===== config.mk =====
export PLATFORM = sky130hd
export DESIGN_NAME = register_file_scoreboard
export DESIGN_NICKNAME = d
export VERILOG_FILES = /design/src/rtl/register_file_scoreboard.sv
export SDC_FILE = /design/constraint.sdc
export NUM_CORES = 1
export LEC_CHECK = 0
export BUFFER_PORTS_ARGS = -buffer_cell sky130_fd_sc_hd__clkbuf_2
export CORE_MARGIN = 2
export CORE_UTILIZATION = 35
export DETAILED_ROUTE_END_ITERATION = 12
export PLACE_DENSITY = 0.56
export SLEW_MARGIN = 10
export SYNTH_ARGS = -nofsm -noshare
export SYNTH_HDL_FRONTEND = slang
export SYNTH_SLANG_ARGS = --single-unit
export TNS_END_PERCENT = 30

===== constraint.sdc =====
create_clock -name clk -period 2.4 [get_ports clk]
set_clock_uncertainty 0.05 [all_clocks]
set_input_delay 0.48 -clock clk [delete_from_list [all_inputs] [get_ports clk]]
set_output_delay 0.48 -clock clk [all_outputs]
set_load 0.02 [all_outputs]

===== src/rtl/register_file_scoreboard.sv =====
// Register file R0..R14 with write-through read bypass, a debug read port and a per-register
// pending-write scoreboard that drives the src1/src2 hazard flags.
module register_file_scoreboard #(
    parameter int REGISTER_FILE_LEN         = 32,
    parameter int REGISTER_FILE_ADDRESS_LEN = 4,
    parameter int REG_COUNT                 = 15,
    parameter int PEND_W                    = 2
) (
    input  logic                                 clk,
    input  logic                                 rst,
    input  logic                                 wb_en,
    input  logic [REGISTER_FILE_ADDRESS_LEN-1:0] wb_dest,
    input  logic [REGISTER_FILE_LEN-1:0]         wb_value,
    input  logic                                 issue_en,
    input  logic [REGISTER_FILE_ADDRESS_LEN-1:0] issue_dest,
    input  logic                                 flush,
    input  logic [REGISTER_FILE_ADDRESS_LEN-1:0] src1,
    input  logic [REGISTER_FILE_ADDRESS_LEN-1:0] src2,
    input  logic [REGISTER_FILE_ADDRESS_LEN-1:0] dbg_addr,
    output logic [REGISTER_FILE_LEN-1:0]         reg1,
    output logic [REGISTER_FILE_LEN-1:0]         reg2,
    output logic [REGISTER_FILE_LEN-1:0]         dbg_data,
    output logic                                 hazard1,
    output logic                                 hazard2,
    output logic [15:0]                          wb_count
);

    localparam int A = REGISTER_FILE_ADDRESS_LEN;
    localparam logic [A-1:0]      REG_LIMIT = A'(REG_COUNT);
    localparam logic [PEND_W-1:0] PEND_MAX  = {PEND_W{1'b1}};
    localparam logic [PEND_W-1:0] PEND_ONE  = PEND_W'(1);

    logic [REGISTER_FILE_LEN-1:0] regs_q [REG_COUNT];
    logic [REGISTER_FILE_LEN-1:0] regs_d [REG_COUNT];
    logic [PEND_W-1:0]            pend_q [REG_COUNT];
    logic [PEND_W-1:0]            pend_d [REG_COUNT];
    logic [15:0]                  wb_count_q;
    logic [15:0]                  wb_count_d;

    logic wb_ok;
    logic issue_ok;
    logic src1_ok;
    logic src2_ok;
    logic dbg_ok;

    assign wb_ok    = wb_en && (wb_dest < REG_LIMIT);
    assign issue_ok = issue_en && (issue_dest < REG_LIMIT);
    assign src1_ok  = src1 < REG_LIMIT;
    assign src2_ok  = src2 < REG_LIMIT;
    assign dbg_ok   = dbg_addr < REG_LIMIT;

    always_comb begin
        regs_d     = regs_q;
        wb_count_d = wb_count_q;
        if (wb_ok) begin
            regs_d[wb_dest] = wb_value;
            if (wb_count_q != 16'hFFFF) begin
                wb_count_d = wb_count_q + 16'd1;
            end
        end
    end

    // Issue and retire on the same register cancel; flush wins over both.
    always_comb begin
        for (int i = 0; i < REG_COUNT; i++) begin
            logic inc;
            logic dec;
            inc       = issue_ok && (issue_dest == A'(i));
            dec       = wb_ok && (wb_dest == A'(i));
            pend_d[i] = pend_q[i];
            if (flush) begin
                pend_d[i] = '0;
            end else if (inc && !dec && (pend_q[i] != PEND_MAX)) begin
                pend_d[i] = pend_q[i] + PEND_ONE;
            end else if (dec && !inc && (pend_q[i] != '0)) begin
                pend_d[i] = pend_q[i] - PEND_ONE;
            end
        end
    end

    always_ff @(posedge clk or negedge rst) begin
        if (!rst) begin
            regs_q     <= '{default: '0};
            pend_q     <= '{default: '0};
            wb_count_q <= '0;
        end else begin
            regs_q     <= regs_d;
            pend_q     <= pend_d;
            wb_count_q <= wb_count_d;
        end
    end

    logic [PEND_W-1:0] pend1;
    logic [PEND_W-1:0] pend2;
    logic              byp1;
    logic              byp2;

    always_comb begin
        pend1    = '0;
        pend2    = '0;
        reg1     = '0;
        reg2     = '0;
        dbg_data = '0;
        byp1     = wb_ok && (wb_dest == src1);
        byp2     = wb_ok && (wb_dest == src2);
        if (src1_ok) begin
            pend1 = pend_q[src1];
            reg1  = byp1 ? wb_value : regs_q[src1];
        end
        if (src2_ok) begin
            pend2 = pend_q[src2];
            reg2  = byp2 ? wb_value : regs_q[src2];
        end
        if (dbg_ok) begin
            dbg_data = regs_q[dbg_addr];
        end
    end

    // A final outstanding write retiring this cycle is covered by the bypass.
    assign hazard1  = (pend1 != '0) && !(byp1 && (pend1 == PEND_ONE));
    assign hazard2  = (pend2 != '0) && !(byp2 && (pend2 == PEND_ONE));
    assign wb_count = wb_count_q;

endmodule


After elaboration in Yosys (flattened, before gate mapping)

Index checks and enable logic that the tools add are counted.

Register bits after elaboration: 526
Bits of input ports: 57
Output and inout bits: 114
Word-level logic and storage cells: 360

Add/sub/neg operators: 31
Magnitude comparators: 10
Equality and inequality tests: 48
Multiplexer cells: 70
Bitwise operators: 4
Reduce and logical (&&, ||, !) cells: 166

Operators with widths:

| operator                                                            | number |
|---|---|
| 480-bit bitwise mux                                                 | 1 |
| 32-bit binary-select mux with 4-bit select                          | 3 |
| 32-bit two-way mux                                                  | 12 |
| 32-bit demux with 4-bit select                                      | 1 |
| 2-bit two-way mux                                                   | 51 |
| 1-bit logical AND                                                   | 99 |
| 4-bit == test (second input constant)                               | 14 |
| 3-bit nonzero test                                                  | 15 |
| 2-bit nonzero test                                                  | 17 |
| 4-bit by 3-bit == test with 1-bit output (second input constant)    | 8 |
| 1-bit zero test                                                     | 32 |
| 2-bit by 1-bit adder with 2-bit output (second input constant)      | 15 |
| 2-bit inequality test (second input constant)                       | 15 |
| 2-bit by 1-bit subtractor with 2-bit output (second input constant) | 15 |
| 5-bit >= comparator (second input constant)                         | 4 |
| 4-bit less-than comparator (second input constant)                  | 5 |
| 4-bit NOT with 5-bit output                                         | 4 |
| 16-bit by 1-bit adder with 16-bit output (second input constant)    | 1 |
| 2-bit binary-select mux with 4-bit select                           | 2 |
| 4-bit by 2-bit == test with 1-bit output (second input constant)    | 4 |
| 16-bit inequality test (second input constant)                      | 1 |
| 4-bit by 1-bit == test with 1-bit output (second input constant)    | 2 |
| 4-bit == test                                                       | 2 |
| 4-bit zero test                                                     | 2 |
| other kinds (3)                                                     | 4 |

Logic depth before layout (Yosys ltp)

Gate-level depths: netlist (run 1).

Word-level depth: 9
Gate-level depth with buffers: 9
Mapped depth without buffers: 6

Worst setup path before layout (run 1)

No wires, ideal clock.

Path type: input to output
Start point: in src1[0]
End point: out reg1[18]
Arrival: 2.153 ns
Required time: 1.870 ns
Slack: -0.283 ns
Stages: 9
Path buffers: 4
Cell sequence: buf_4 > buf_6 > clkinv_1 > buf_2 > buf_1 > o22ai_1 > nor3_1 > nor2_1 > o21ai_0

Cells in the longest elaborated chain, start to end: 6
Elaborated cells on any way between the ends: 9
Classes of those cells: order compare: 1; eq/ne: 1; mux: 5; bitwise: 1; reduce/logical: 1

Ends and longest elaborated chain:

| element                                               | line | text |
|---|---|---|
| start: declaration                                    | 17   | `input logic [REGISTER_FILE_ADDRESS_LEN-1:0] src1,` |
| 4-bit NOT with 5-bit output (implied by the code)     | 108  | `reg1 = byp1 ? wb_value : regs_q[src1];` |
| 32-bit binary-select mux with 4-bit select            | 108  |  |
| 32-bit two-way mux (implied by the code) (2 in a row) | 108  |  |
| 32-bit two-way mux                                    | 108  |  |
| 32-bit two-way mux *                                  | 106  | `if (src1_ok) begin` |
| end: declaration                                      | 20   | `output logic [REGISTER_FILE_LEN-1:0] reg1,` |

Mark *: on every way between the ends. The rest lies on a longest branch, timed or not. The select of a mux whose other input is x is not followed.

Final worst setup path (run 1)

Start point: reg regs_q[255] in the netlist's numbering
End point: out reg2[31]

Cells in the longest elaborated chain, start to end: 5

Ends and longest elaborated chain:

| element                                               | line | text |
|---|---|---|
| start: declaration                                    | 33   | `logic [REGISTER_FILE_LEN-1:0] regs_q [REG_COUNT];` |
| start signal: assignment                              | 87   | `regs_q <= regs_d;` |
| 32-bit binary-select mux with 4-bit select            | 112  | `reg2 = byp2 ? wb_value : regs_q[src2];` |
| 32-bit two-way mux (implied by the code) (2 in a row) | 112  |  |
| 32-bit two-way mux                                    | 112  |  |
| 32-bit two-way mux                                    | 110  | `if (src2_ok) begin` |
| end: declaration                                      | 21   | `output logic [REGISTER_FILE_LEN-1:0] reg2,` |

No other way between the ends. The select of a mux whose other input is x is not followed.

==> results.md, run 1 <==
* RSZ-0062 raised after global routing: yes
* Avg Synthesized Cell Area at 11.35 µm²
* Layout fillers at 8,738
* Ports at 171
* Tcrit/Tclk final at 1.242
* Post-route cell area at 42,550 µm²
* Critical Path Sink Type: output port
* Synth Instances at 2,948
* Critical Path Start Type: flip-flop
* Fmax at 0.3355 GHz
* R2r setup slk at 0.57 ns
* Sequential cell area fraction in the yosys report at 0.3932
* First-pass GRT wire length at 180,900 µm
* Maximum VDD drop at 0.0005733 V
* Fin crit period at 2.981 ns
* CTS tree: built
* Final hold viol count at 0
* CTS max path bufs at 3
* Status: finished, violations left
* Pin count of the biggest net entering global routing at 90
* Core footprint at 94,870 µm²
* Reg2reg start: wb_count[0]
* Top FF cell, synth: dfrtp_1
* H-tree levels at 2
* Placed insts at 4,472
* Non-Filler Instances at 4,647
* WL/cell at 25.86 µm
* Area of the multi-input gates at 19,790 µm²
* DRC viols at 0
* Die H at 313.3 µm
* Antenna diodes at 0
* Hold Path Stages at 3
* Post-Route Utilization at 0.4485
* Die width at 313.3 µm
* Antenna Violating Nets Remaining at 0
* CTS root buffer: clkbuf_16
* Failing checks: setup timing
* Area taken by flip-flops and latches at 13,160 µm²
* Layout Area Growth over Synthesis at 27.13%
* Least-Margin Pin Slew at 0.7231 ns
* Met3 Track Usage GR at 0.03136
* Initial antenna violation count at 0
* M1 GR Usage at 0.3274
* Max-Cap Viols at 0
* Placed cell area at 38,770 µm²
* Starting density of the core at 0.3528
* Hold WS at 0.1045 ns
* YS warnings at 0
* CTS buffer count at 60
* R2r worst-path depth at 5
* Hold endpoint: regs_q[353]
* Worst EP required at 1.87 ns
* FF-to-FF End: wb_count[1]
* CTS clk-pin slew, worst paths at 0.06 ns
* P per Cell Area at 761.3 nW/µm²
* Leakage at 18.22 nW
* CTS sink count at 526
* Max FO, Critical Path at 4
* Unique masters post-synth at 51
* Final HPWL DP at 80,480 µm
* Clk Latency, worst-skew pair at 0.62 ns
* Most crowded layer after global routing: met2
* Synth Register Bits at 526
* Hold Crit Class: primary input to flip-flop
* Overflow after GRT at 0
* Ys async rst share at 1.000
* Most frequent cells in the layout: dfrtp_1, nand2_1, mux2_2
* Met2 Track Usage GR at 0.3981
* Final #Nets at 3,390
* DR vias at 27,407
* Post-synthesis cell area at 33,470 µm²
* WP data arrival at 2.45 ns
* Post-Syn Nets at 3,006
* First-pass detailed-route iteration total at 5
* CP Class: flip-flop to output port
* Die area at 98,130 µm²
* GPL Wtd Cong at 0.8490
* GR Util All Layers at 0.2416
* Number of global-route vias before repair at 27,326
* Site Rows at 113
* Avg Vias per Cell at 5.898
* Post-synth EDFFs at 0
* Port bufs at 170
* Layout cell share with drive strength beyond 1 at 0.4471
* Leading cell type in the layout, fill and taps excluded: dfrtp_1
* Slew HR at 0.5179
* Hold path start: wb_value[1]
* Initial DRC Count at 2,702
* Setup WS post-layout at -0.5807 ns
* Slew Viols, Final at 0
* Setup-failing EPs final at 98
* Drt total wl at 120,200 µm
[worst max-delay path, stage by stage, from the launching register on]
cell and delay (ns):
dfrtp_1 0.42, mux4_2 0.47, mux2i_1 0.17, nor2_1 0.10, a311oi_2 0.28, buf_4 0.17, nor2_1 0.04, clkbuf_2 0.14
[logic make-up after synthesis]
| group | count (synthesis) | synth area share |
|---|---|---|
| AOI/OAI and AO/OA | 549 | 0.1122 |
| adders and majority gates | 1 | 0.0003737 |
| buffers and inverters | 325 | 0.04175 |
| xor gates and xnor gates | 23 | 0.006018 |
| muxes | 786 | 0.3496 |
| and+or+nand+nor | 738 | 0.09681 |
| DFF | 526 | 0.3932 |
[stage by stage]
step	worst slack [ns]	total power, mW	setup TNS, ns
2_1_floorplan	-0.08275	18.45	-3.049
5_1_grt	-0.6364	33.86	-42.23
3_5_place_dp	-0.6480	21.64	-38.87
3_3_place_gp	-0.6692	21.46	-39.62
6_report	-0.5807	32.40	-35.45
4_1_cts	-0.6143	32.15	-39.32
[Yosys cell counts (65+ instances only)]
| cell | count | area share |
|---|---|---|
| buf_2 | 82 | 0.012 |
| clkbuf_1 | 178 | 0.020 |
| nand2_1 | 497 | 0.056 |
| a21oi_1 | 89 | 0.013 |
| mux2i_1 | 152 | 0.045 |
| mux4_2 | 270 | 0.18 |
| nor2b_1 | 69 | 0.013 |
| mux2_2 | 364 | 0.12 |
| o211ai_1 | 79 | 0.018 |
| o21ai_0 | 112 | 0.017 |
| a211oi_1 | 65 | 0.015 |
| dfrtp_1 | 526 | 0.39 |
[flip-flops by register name, summed over array words and instances (netlist names)]
register,flops
pend_q,30
regs_q,480
wb_count,16
[cell type report]
| cell class | instances | share of cell area |
|---|---|---|
| well taps | 1265 | 0.03720 |
| clock inverters | 17 | 0.005910 |
| clock buffers | 95 | 0.04337 |
| multi-input cells | 2097 | 0.4650 |
| inverters | 39 | 0.003470 |
| repair buffers | 608 | 0.1357 |
| flip-flops and latches | 526 | 0.3093 |
[where the power goes]
part	internal, mW	switching (mW)	leakage [nW]
Combinational	5.54	4.34	10.6
Clock	5.88	3.96	1.03
Sequential	10.8	1.90	6.56
Total	22.2	10.2	18.2
[worst max-delay path by stage]
stage                      startpoint  depth (start not counted)       end  slack (ns)
final                     regs_q[255]                          7  reg2[31]       -0.58
after global routing      regs_q[255]                          7  reg2[31]       -0.64
after CTS                 regs_q[255]                          7  reg2[31]       -0.61
after detailed placement      src1[1]                          9  reg1[12]       -0.65
after global placement        src1[1]                          9  reg1[13]       -0.67
after floorplan               src1[0]                          5  reg1[30]       -0.08
[layer usage]
| metal | part of all wire | vias to the layer above |
|---|---|---|
| li1 | - | 11855 |
| met1 | 0.43 | 14261 |
| met2 | 0.48 | 1028 |
| met3 | 0.055 | 263 |
| met4 | 0.037 | 0 |
| met5 | 0 | - |
[repair_timing]
item | in CTS | in global routing
setup endpoints to repair | 98 | 98
cloned | 1 | 1
hold buffers | 1 | 0
resized for setup | 174 | 156
hold endpoints to repair | 64 | 0
pin swaps | 72 | 45
setup buffers | 49 | 16
No activity file was read; power rests on OpenSTA's default activity.
==> run 2, diff against run 1 <==
- CORE_UTILIZATION: 35 -> 30
- PLACE_DENSITY: 0.56 -> 0.5
==> results.md, run 2 (synthesis gave the netlist of run 1 again) <==
* Failing checks: setup timing
* Critical Path Start Type: flip-flop
* Worst EP required at 1.87 ns (about the same)
* CP top delay family: multiplexers
* DR vias at 27,291 (-0.42%)
* CTS sink count at 526 (unchanged)
* CTS buffer count at 68 (+13%)
* Clock power share at 0.326 (+0.022)
* Slew HR at 0.5273 (+0.009363)
* Hold Path Stages at 3 (unchanged)
* Hold WS at 0.1384 ns (+0.03399 ns)
* Drt total wl at 128,900 µm (+7.3%)
* Crit path from: regs_q[318]
* Max FO, Critical Path at 4 (unchanged)
* Switching Share at 0.3138 (-0.0008896)
* Critical Path Sink Type: output port
* Setup-failing EPs final at 98 (unchanged)
* P_sw at 10.50 mW (+3.0%)
* Hold path start: wb_value[25]
* Die area at 114,300 µm² (+16%)
* Number of global-route vias before repair at 27,419 (+0.34%)
* Layout cell share with drive strength beyond 1 at 0.4453 (-0.001809)
* First-pass GRT wire length at 190,100 µm (+5.1%)
* Crit path buffers/inverters at 1 (-1)
* Core footprint at 110,700 µm² (+17%)
* Max-Cap Viols at 0 (unchanged)
* CP Class: flip-flop to output port
* Starting density of the core at 0.3025 (-0.05037)
* Overflow after GRT at 0 (unchanged)
* WL/cell at 26.44 µm (+2.2%)
* RSZ-0062 raised after global routing: yes
* Tcrit/Tclk final at 1.223 (-0.01888)
* First-pass detailed-route iteration total at 5 (unchanged)
* Final HPWL DP at 85,710 µm (+6.5%)
* Most common cell on crit path: mux4_2
* Most frequent cells in the layout: dfrtp_1, nand2_1, mux2_2
* Biggest register: regs_q
* Status: finished, violations left
* Port bufs at 170 (unchanged)
* Setup WS post-layout at -0.5354 ns (+0.04531 ns)
* DRC viols at 0 (unchanged)
* Avg Vias per Cell at 5.596 (-5.1%)
* Clk Latency, worst-skew pair at 0.62 ns (about the same)
* Slowest-stage cell, CP: mux4_2
* Final #Nets at 3,395 (+0.15%)
* GR Util All Layers at 0.2247 (-0.01690)
* Final hold viol count at 0 (unchanged)
* Fmax at 0.3407 GHz (+1.5%)
* FF-to-FF End: wb_count[10]
* CTS tree: built
* Initial antenna violation count at 0 (unchanged)
* Max reg flops at 480 (unchanged)
* Antenna diodes at 0 (unchanged)
* Leading cell type in the layout, fill and taps excluded: dfrtp_1
* CTS max path bufs at 3 (unchanged)
* Comb power frac at 0.294 (-0.011)
* Antenna Violating Nets Remaining at 0 (unchanged)
* Crit path cell chain: mux4_2 -> mux4_2 -> mux2_4 -> buf_8
* Ports at 171 (unchanged)
* Site Rows at 122 (+8.0%)
* Initial DRC Count at 2,261 (-16%)
* R2r setup slk at 0.65 ns (+0.08 ns)
* Post-Route Utilization at 0.3917 (-0.05680)
* Hold Crit Class: primary input to flip-flop
* GPL Wtd Cong at 0.8415 (-0.88%)
* Reg2reg start: wb_count[0]
* Reg power frac at 0.380 (-0.011)
* Total power at 33.47 mW (+3.3%)
* Leakage at 18.50 nW (+1.5%)
* Slew Viols, Final at 0 (unchanged)
* Fin crit period at 2.935 ns (-0.04531 ns)
* CP max stage delay at 0.48 ns (about the same)
* Maximum VDD drop at 0.0006656 V (+16%)
* WP data arrival at 2.41 ns (-0.04 ns)
* Least-Margin Pin Slew at 0.7091 ns (-0.01404 ns)
* Die width at 338.0 µm (+7.9%)
* CTS clk-pin slew, worst paths at 0.06 ns (about the same)
* Pin count of the biggest net entering global routing at 68 (-24%)
* Die H at 338.0 µm (+7.9%)
* Internal at 22.97 mW (+3.5%)
* Hold endpoint: regs_q[25]
* CTS root buffer: clkbuf_16
* P per Cell Area at 772.0 nW/µm² (+1.4%)
* Layout Area Growth over Synthesis at 29.52%
* H-tree levels at 3 (+1)
* R2r worst-path depth at 5 (unchanged)
## run 2: changes by cell type in the layout (fill, tap and decap cells not counted), sizes merged
cell      change
clkbuf        -4
clkinvlp      -2
nor2          +1
inv           +3
bufinv        +1
clkinv        +8
## run 2: layout make-up
class	count	area (µm²)
inverters	39	148.9
flip-flops and latches	526	13160
repair buffers	604	6146
clock buffers	95	2027
fillers	10625	67310
multi-input cells	2098	19660
clock inverters	27	344.1
well taps	1488	1862
## run 2: worst max-delay path by stage
stage / endpoint / cells after the start
2_1_floorplan: reg1[30] / 5
3_3_place_gp: reg1[17] / 10
3_5_place_dp: reg1[17] / 10
4_1_cts: reg1[30] / 4
5_1_grt: reg1[30] / 4
6_report: reg1[30] / 4
## run 2: stage by stage
| step | cells | setup TNS [ns] | instance area, µm² | setup slack [ns] |
|---|---|---|---|---|
| floorplan | 2948 | -3.049 | 33700 | -0.08275 |
| global placement | 4699 | -38.07 | 39450 | -0.6751 |
| detailed placement | 4699 | -38.13 | 39450 | -0.6338 |
| CTS | 4855 | -37.87 | 42740 | -0.5711 |
| global route | 4877 | -39.73 | 43350 | -0.5588 |
| finish | 4877 | -33.78 | 43350 | -0.5354 |
## run 2: per-layer routing
layer  GRT usage  routed length (µm)  part of all wire
met2      0.3757               62910              0.49
met4     0.07839                4213             0.033
met3     0.02826                6723             0.052
met1      0.2998               55080              0.43
met5           0                   0                 0
## run 2: worst reg2reg max path: stages, from the launching register on
cell and delay [ns]:
dfrtp_1 0.41, ha_1 0.20, nand3_1 0.12, nor4_1 0.55, nand3_1 0.17, xnor2_1 0.15
## run 2: power groups by stage
| stage | Combinational [mW] | Sequential, mW | Clock, mW |
|---|---|---|---|
| after CTS | 9.53 | 12.6 | 11.1 |
| after floorplan | 6.23 | 12.2 | 0 |
| after global routing | 10.5 | 13.0 | 11.5 |
| final | 9.83 | 12.7 | 10.9 |
| after global placement | 8.88 | 12.8 | 0 |
| after detailed placement | 9.00 | 12.8 | 0 |
## run 2: repair_timing
action	4_1_cts	5_1_grt
setup endpoints to repair	98	98
pin swaps	57	53
cloned	2	2
buffers inserted	38	21
gates resized for setup	153	161
hold buffers	1	0
hold endpoints to repair	23	0
